### src/rtl/wasm_alu_int_mc.sv
// WebAssembly i32/i64 integer ALU: registered single-cycle ops plus an iterative radix-2 restoring divider.
// Optional build macro WASM_ALU_DIV_EARLY_OUT_EN enables divider early-out and leading-zero skipping.

package wasm_pkg;
    typedef enum logic [4:0] {
        OP_ADD    = 5'd0,
        OP_SUB    = 5'd1,
        OP_MUL    = 5'd2,
        OP_DIV_S  = 5'd3,
        OP_DIV_U  = 5'd4,
        OP_REM_S  = 5'd5,
        OP_REM_U  = 5'd6,
        OP_AND    = 5'd7,
        OP_OR     = 5'd8,
        OP_XOR    = 5'd9,
        OP_SHL    = 5'd10,
        OP_SHR_S  = 5'd11,
        OP_SHR_U  = 5'd12,
        OP_ROTL   = 5'd13,
        OP_ROTR   = 5'd14,
        OP_CLZ    = 5'd15,
        OP_CTZ    = 5'd16,
        OP_POPCNT = 5'd17,
        OP_EQZ    = 5'd18,
        OP_EQ     = 5'd19,
        OP_NE     = 5'd20,
        OP_LT_S   = 5'd21,
        OP_LT_U   = 5'd22,
        OP_GT_S   = 5'd23,
        OP_GT_U   = 5'd24,
        OP_LE_S   = 5'd25,
        OP_LE_U   = 5'd26,
        OP_GE_S   = 5'd27,
        OP_GE_U   = 5'd28
    } alu_op_t;

    typedef enum logic [1:0] {
        TRAP_NONE         = 2'd0,
        TRAP_INT_DIV_ZERO = 2'd1,
        TRAP_INT_OVERFLOW = 2'd2
    } trap_t;
endpackage

module wasm_alu_int_mc
    import wasm_pkg::*;
#(
    parameter int WIDTH = 32,
    localparam int CNT_W = $clog2(WIDTH) + 1
) (
    input  logic             clk,
    input  logic             rst_n,
    input  logic             flush,
    input  logic             valid_in,
    output logic             ready_in,
    input  alu_op_t          op,
    input  logic [WIDTH-1:0] operand_a,
    input  logic [WIDTH-1:0] operand_b,
    output logic             valid_out,
    input  logic             ready_out,
    output logic [WIDTH-1:0] result,
    output trap_t            trap,
    output logic             busy
);

    localparam int SH_W = $clog2(WIDTH);
    localparam logic [WIDTH-1:0] MIN_INT = {1'b1, {(WIDTH-1){1'b0}}};

    typedef enum logic [1:0] {S_IDLE, S_DIV, S_DONE} state_t;

    state_t            state;
    logic [CNT_W-1:0]  cnt;
    logic [WIDTH-1:0]  div_rem, div_quo, div_dvs;
    logic              neg_q, neg_r, is_rem;

    logic                     accept;
    logic signed [WIDTH-1:0]  sa, sb;
    logic [SH_W-1:0]          sh;
    logic [WIDTH-1:0]         alu_res;
    logic                     is_div, op_signed, op_rem;
    logic [WIDTH-1:0]         mag_a, mag_b;
    logic                     b_zero, min_neg1, early, go_div;
    logic [WIDTH-1:0]         early_res, quo_init;
    logic [CNT_W-1:0]         cnt_init;
    logic [WIDTH-1:0]         imm_res;
    trap_t                    imm_trap;
    logic [WIDTH:0]           trial;
    logic                     q_bit;
    logic [WIDTH-1:0]         rem_nxt, quo_nxt, fin_res;

    function automatic logic [WIDTH-1:0] f_clz(input logic [WIDTH-1:0] v);
        logic [WIDTH-1:0] n;
        n = WIDTH'(WIDTH);
        for (int i = 0; i < WIDTH; i++)
            if (v[i]) n = WIDTH'(WIDTH - 1 - i);
        return n;
    endfunction

    function automatic logic [WIDTH-1:0] f_ctz(input logic [WIDTH-1:0] v);
        logic [WIDTH-1:0] n;
        n = WIDTH'(WIDTH);
        for (int i = WIDTH - 1; i >= 0; i--)
            if (v[i]) n = WIDTH'(i);
        return n;
    endfunction

    function automatic logic [WIDTH-1:0] f_popcnt(input logic [WIDTH-1:0] v);
        logic [WIDTH-1:0] n;
        n = '0;
        for (int i = 0; i < WIDTH; i++)
            n = n + WIDTH'(v[i]);
        return n;
    endfunction

    function automatic logic [WIDTH-1:0] f_rotl(input logic [WIDTH-1:0] v, input logic [SH_W-1:0] s);
        logic [2*WIDTH-1:0] t;
        t = {v, v} << s;
        return t[2*WIDTH-1:WIDTH];
    endfunction

    function automatic logic [WIDTH-1:0] f_rotr(input logic [WIDTH-1:0] v, input logic [SH_W-1:0] s);
        logic [2*WIDTH-1:0] t;
        t = {v, v} >> s;
        return t[WIDTH-1:0];
    endfunction

    function automatic logic [WIDTH-1:0] f_mag(input logic [WIDTH-1:0] v, input logic sgn);
        return (sgn && v[WIDTH-1]) ? -v : v;
    endfunction

    assign ready_in = (state == S_IDLE) || (state == S_DONE && ready_out);
    assign accept   = valid_in && ready_in && !flush;
    assign sa       = operand_a;
    assign sb       = operand_b;
    assign sh       = operand_b[SH_W-1:0];

    always_comb begin
        alu_res = '0;
        case (op)
            OP_ADD:    alu_res = operand_a + operand_b;
            OP_SUB:    alu_res = operand_a - operand_b;
            OP_MUL:    alu_res = operand_a * operand_b;
            OP_AND:    alu_res = operand_a & operand_b;
            OP_OR:     alu_res = operand_a | operand_b;
            OP_XOR:    alu_res = operand_a ^ operand_b;
            OP_SHL:    alu_res = operand_a << sh;
            OP_SHR_S:  alu_res = sa >>> sh;
            OP_SHR_U:  alu_res = operand_a >> sh;
            OP_ROTL:   alu_res = f_rotl(operand_a, sh);
            OP_ROTR:   alu_res = f_rotr(operand_a, sh);
            OP_CLZ:    alu_res = f_clz(operand_a);
            OP_CTZ:    alu_res = f_ctz(operand_a);
            OP_POPCNT: alu_res = f_popcnt(operand_a);
            OP_EQZ:    alu_res = WIDTH'(operand_a == '0);
            OP_EQ:     alu_res = WIDTH'(operand_a == operand_b);
            OP_NE:     alu_res = WIDTH'(operand_a != operand_b);
            OP_LT_S:   alu_res = WIDTH'(sa < sb);
            OP_LT_U:   alu_res = WIDTH'(operand_a < operand_b);
            OP_GT_S:   alu_res = WIDTH'(sa > sb);
            OP_GT_U:   alu_res = WIDTH'(operand_a > operand_b);
            OP_LE_S:   alu_res = WIDTH'(sa <= sb);
            OP_LE_U:   alu_res = WIDTH'(operand_a <= operand_b);
            OP_GE_S:   alu_res = WIDTH'(sa >= sb);
            OP_GE_U:   alu_res = WIDTH'(operand_a >= operand_b);
            default:   alu_res = '0;
        endcase
    end

    always_comb begin
        is_div    = 1'b0;
        op_signed = 1'b0;
        op_rem    = 1'b0;
        case (op)
            OP_DIV_S: begin is_div = 1'b1; op_signed = 1'b1; end
            OP_DIV_U: is_div = 1'b1;
            OP_REM_S: begin is_div = 1'b1; op_signed = 1'b1; op_rem = 1'b1; end
            OP_REM_U: begin is_div = 1'b1; op_rem = 1'b1; end
            default: ;
        endcase
    end

    assign mag_a    = f_mag(operand_a, op_signed);
    assign mag_b    = f_mag(operand_b, op_signed);
    assign b_zero   = (operand_b == '0);
    assign min_neg1 = op_signed && (operand_a == MIN_INT) && (operand_b == '1);

`ifdef WASM_ALU_DIV_EARLY_OUT_EN
    logic [WIDTH-1:0] lz_a;

    // Pre-align the dividend so only its significant bits are iterated.
    always_comb begin
        lz_a      = f_clz(mag_a);
        early     = (!op_signed && (operand_a < operand_b)) || (mag_a == '0);
        early_res = op_rem ? operand_a : '0;
        quo_init  = mag_a << lz_a;
        cnt_init  = CNT_W'(WIDTH) - CNT_W'(lz_a);
    end
`else
    always_comb begin
        early     = 1'b0;
        early_res = '0;
        quo_init  = mag_a;
        cnt_init  = CNT_W'(WIDTH);
    end
`endif

    assign go_div = is_div && !b_zero && !min_neg1 && !early;

    always_comb begin
        imm_res  = alu_res;
        imm_trap = TRAP_NONE;
        if (is_div) begin
            imm_res = '0;
            if (b_zero)
                imm_trap = TRAP_INT_DIV_ZERO;
            else if (min_neg1 && !op_rem)
                imm_trap = TRAP_INT_OVERFLOW;
            else if (early)
                imm_res = early_res;
        end
    end

    // One restoring step: shift in the next dividend bit, subtract if it fits.
    assign trial   = {div_rem, div_quo[WIDTH-1]};
    assign q_bit   = (trial >= {1'b0, div_dvs});
    assign rem_nxt = q_bit ? WIDTH'(trial - {1'b0, div_dvs}) : trial[WIDTH-1:0];
    assign quo_nxt = {div_quo[WIDTH-2:0], q_bit};
    assign fin_res = is_rem ? (neg_r ? -rem_nxt : rem_nxt)
                            : (neg_q ? -quo_nxt : quo_nxt);

    always_ff @(posedge clk or negedge rst_n) begin
        if (!rst_n) begin
            state     <= S_IDLE;
            valid_out <= 1'b0;
            result    <= '0;
            trap      <= TRAP_NONE;
            busy      <= 1'b0;
            cnt       <= '0;
        end else if (flush) begin
            state     <= S_IDLE;
            valid_out <= 1'b0;
            busy      <= 1'b0;
            cnt       <= '0;
        end else begin
            case (state)
                S_IDLE, S_DONE: begin
                    if (accept) begin
                        if (go_div) begin
                            state     <= S_DIV;
                            valid_out <= 1'b0;
                            busy      <= 1'b1;
                            cnt       <= cnt_init;
                        end else begin
                            state     <= S_DONE;
                            valid_out <= 1'b1;
                            result    <= imm_res;
                            trap      <= imm_trap;
                        end
                    end else if (state == S_DONE && ready_out) begin
                        state     <= S_IDLE;
                        valid_out <= 1'b0;
                    end
                end
                S_DIV: begin
                    cnt <= cnt - 1'b1;
                    if (cnt == CNT_W'(1)) begin
                        state     <= S_DONE;
                        valid_out <= 1'b1;
                        busy      <= 1'b0;
                        result    <= fin_res;
                        trap      <= TRAP_NONE;
                    end
                end
                default: state <= S_IDLE;
            endcase
        end
    end

    // Divider datapath carries no reset; it is always reloaded on accept.
    always_ff @(posedge clk) begin
        if (accept && go_div) begin
            div_rem <= '0;
            div_quo <= quo_init;
            div_dvs <= mag_b;
            neg_q   <= op_signed && (operand_a[WIDTH-1] ^ operand_b[WIDTH-1]);
            neg_r   <= op_signed && operand_a[WIDTH-1];
            is_rem  <= op_rem;
        end else if (state == S_DIV) begin
            div_rem <= rem_nxt;
            div_quo <= quo_nxt;
        end
    end

endmodule

### config.mk
export PLATFORM = sky130hd
export DESIGN_NAME = wasm_alu_int_mc
export DESIGN_NICKNAME = d
export VERILOG_FILES = /design/src/rtl/wasm_alu_int_mc.sv
export SDC_FILE = /design/constraint.sdc
export NUM_CORES = 2
export LEC_CHECK = 0
export ABC_CLOCK_PERIOD_IN_PS = 5400
export BUFFER_PORTS_ARGS = -buffer_cell sky130_fd_sc_hd__buf_2
export CAP_MARGIN = 20
export CORE_MARGIN = 8
export CORE_UTILIZATION = 50
export CTS_BUF_LIST = sky130_fd_sc_hd__clkbuf_2
export CTS_CLUSTER_DIAMETER = 80
export DETAILED_ROUTE_END_ITERATION = 6
export PLACE_DENSITY_LB_ADDON = 0.3
export SYNTH_ARGS = -nofsm -noshare
export SYNTH_HDL_FRONTEND = slang
export SYNTH_SLANG_ARGS = --single-unit
export TNS_END_PERCENT = 100
### constraint.sdc
create_clock -name clk -period 5.4 [get_ports clk]
set_input_delay 0.81 -clock clk [delete_from_list [all_inputs] [get_ports clk]]
set_output_delay 0.81 -clock clk [all_outputs]
set_load 0.02 [all_outputs]
==> run metrics <==
outcome=complete, but fails checks; violated checks=design-rule violations, negative setup slack; number of global-route vias before repair=40314; worst skew pair latency=0.77 ns; async set-or-reset flop fraction in the synthesized netlist=0.3077; TritonCTS Buffers=17; CP Depth=30; reg-to-reg slack, setup=0.09 ns; Pre-Repair DR Iteration Count=7; Crit Path Category=input pin to register; Layout area overhead=24.68%; Worst R2R End=result[28]; Core Area=0.07432 mm^2; max-slew violations=0; dpl hpwl=159100 um; final setup vio count=30; maximum achievable frequency=137.2 MHz; RSZ-0062 raised after global routing=true; Synth cell types=110; Slew Limit Headroom=0.1308; Maximum Capacitance Violations=0; synth warn=0; die height=289.7 um; Mapped Avg Cell Area=7.832 um^2; crit start category=input pin; Site Rows=100; worst path arrival time=7.89 ns; worst-margin pin slew=1.290 ns; Worst Path Max Fanout=6; H-tree levels=4; register area share after synthesis=0.1002; cell area after layout=0.04669 mm^2; Post-DRT Antenna Nets=0; initial antenna violation count=12; Area after DPL=0.04315 mm^2; Buf/Inv on CP=8; Tcrit/Tclk final=1.349; CTS root buf=clkbuf_2; Req. time, crit path=6.00 ns; Post-Syn Area=0.03744 mm^2; reg2reg start=div_dvs[22]; pin count of the biggest net entering global routing=75; nature of the critical path endpoint=register; Initial Util=0.5038; clock slew at reported path FFs=0.33 ns; post-synthesis instance total=4781; worst setup path startpoint=operand_b[7]; IO Pins=111; CTS tree=yes; final wirelength=200400 um; fraction of layout cells with a size suffix above 1=0.2542; syn_nets=5559; IO buf count=110; most common cell after layout, fill and taps aside=nor2_1; register bit count reported by yosys=143; final hold violation count=0; most frequent cells in the layout=629 x nor2_1, 594 x buf_4, 493 x inv_1, 447 x nand2_1, 390 x fa_1; DIE WIDTH=289.7 um; Post-route DRC=1; Finished Core Util=0.6282; fin worst setup slack=-1.887 ns; crit-path max cell delay=0.54 ns; number of synthesized flops with an enable pin=67; worst hold path class=input pin to asynchronous set/reset pin; via/cell ratio=6.619; Crit path top cell by count=fa_1; RePlAce Congestion=1.132; clk_skew=0.08332 ns; post-layout min period=7.287 ns; first-pass GRT wire length=283300 um; nets=6075; crit path capture=result[22]; Die Area=0.08390 mm^2; CTS Buffer Depth=2; dominant synthesized flop cell=edfxtp_1; hold_buf cts=0; worst r2r path cells=19; delay-heaviest family, CP=adder cells; routed len/inst=31.88 um; CTS Sinks=143; via count=41604; Detailed Route Iter0 Violations=5922; CP max stage cell=fa_1; global-route usage over all layers=0.4657; GR Overflow Total=0
-- synthesized netlist by cell type, drive strengths merged, types with 18 or more instances --
master	number	area, um^2
a211oi	44	335.3
a21o	40	300.3
a21oi	294	1494
a221o	18	181.4
a221oi	33	289.0
a22oi	29	217.7
a31oi	47	294.0
and2	28	177.7
buf	85	380.4
clkbuf	237	933.4
dfrtp	44	1101
dfxtp	32	640.6
edfxtp	67	2012
fa	435	8708
ha	269	3366
inv	547	2053
mux2	21	236.5
mux2i	84	853.3
mux4	43	968.4
nand2	455	1708
nand2b	41	256.5
nand3	43	220.2
nand4	35	225.2
nor2	713	2691
nor2b	21	131.4
nor3	76	385.4
nor4	34	242.7
o2111ai	19	166.4
o211ai	39	292.8
o21a	27	210.2
o21ai	249	1246
o21bai	20	153.9
o221ai	23	201.4
o22ai	60	375.4
o31ai	51	387.9
o41ai	25	219.0
or2	18	112.6
or3	23	153.9
or4	19	146.4
xnor2	171	1498
xor2	46	402.9
-- sequential cells by signal, indices dropped and copies added (netlist names) --
register / flops
busy: 1
cnt: 6
div_dvs: 32
div_quo: 32
div_rem: 32
is_rem: 1
neg_q: 1
neg_r: 1
result: 32
state: 2
trap: 2
valid_out: 1
-- worst min-delay path by stage --
stage	slack, ns	end	cells past startpoint
floorplan	0.45	div_rem[30]	2
global placement	0.47	result[6]	1
detailed placement	0.48	result[6]	1
CTS	0.13	busy	1
global route	0.16	valid_out	1
finish	0.12	busy	1
-- kinds of logic (layout without fill, tap and decap cells) --
group                    after synthesis  after routing  share of synthesized area
AO/OA/AOI/OAI                       1133           1133                     0.1981
XOR/XNOR                             217            217                    0.05076
adder cells (fa/ha/maj)              704            704                     0.3225
buffers and inverters                886           1415                    0.09162
flip-flops                           143            143                     0.1002
multiplexers                         148            148                    0.05497
other                                  0              7                          0
AND/OR/NAND/NOR                     1550           1550                     0.1819
-- through the flow --
stage	setup slack [ns]	setup TNS, ns	cells	hold WS [ns]
CTS	-1.806	-32.75	6262	0.1346
finish	-1.887	-35.39	6286	0.1247
detailed placement	-3.194	-68.43	6173	0.4805
floorplan	-2.509	-42.33	4781	0.4528
global placement	-3.173	-66.70	6172	0.4672
global route	-2.030	-37.62	6281	0.1617
-- worst register-to-register path, stage by stage, from the launching register on --
cell and delay, ns:
edfxtp_1 0.44, inv_1 0.19, ha_1 0.34, a21oi_1 0.29, o21ai_1 0.16, a221o_1 0.33, a211oi_1 0.43, and2_2 0.30
a21oi_4 0.11, inv_2 0.18, nor2_1 0.06, a21oi_1 0.35, ha_1 0.32, nand3b_1 0.20, nor4_1 0.28, a21o_1 0.31
nand3b_1 0.22, mux2i_1 0.19, o311ai_0 0.27, o21ai_1 0.23
-- timing repair --
action,in CTS,in global routing
pin swaps,209,156
buffers inserted,63,29
cloned,3,0
resized for setup,432,226
setup endpoints to repair,32,31
-- per-layer routing --
layer | vias up | GRT usage | share of wire
li1 | 17325 | - | -
met1 | 19928 | 0.5755 | 0.36
met2 | 3331 | 0.6719 | 0.40
met3 | 1008 | 0.1573 | 0.14
met4 | 12 | 0.3438 | 0.10
met5 | - | 0 | 0.00040
-- final cells by class --
| type | count | area [um^2] |
|---|---|---|
| multi-input combinational | 3752 | 32260 |
| fill | 6492 | 27630 |
| timing repair buffer | 817 | 6905 |
| sequential | 143 | 3754 |
| inverter | 564 | 2275 |
| tap | 969 | 1212 |
| clock inverter | 15 | 165.2 |
| clock buffer | 17 | 85.08 |
| antenna | 7 | 17.52 |
| timing repair inverter | 2 | 11.26 |
Power is not shown: default switching activity piles up to over one toggle a cycle in this logic, so the estimate is an artifact.
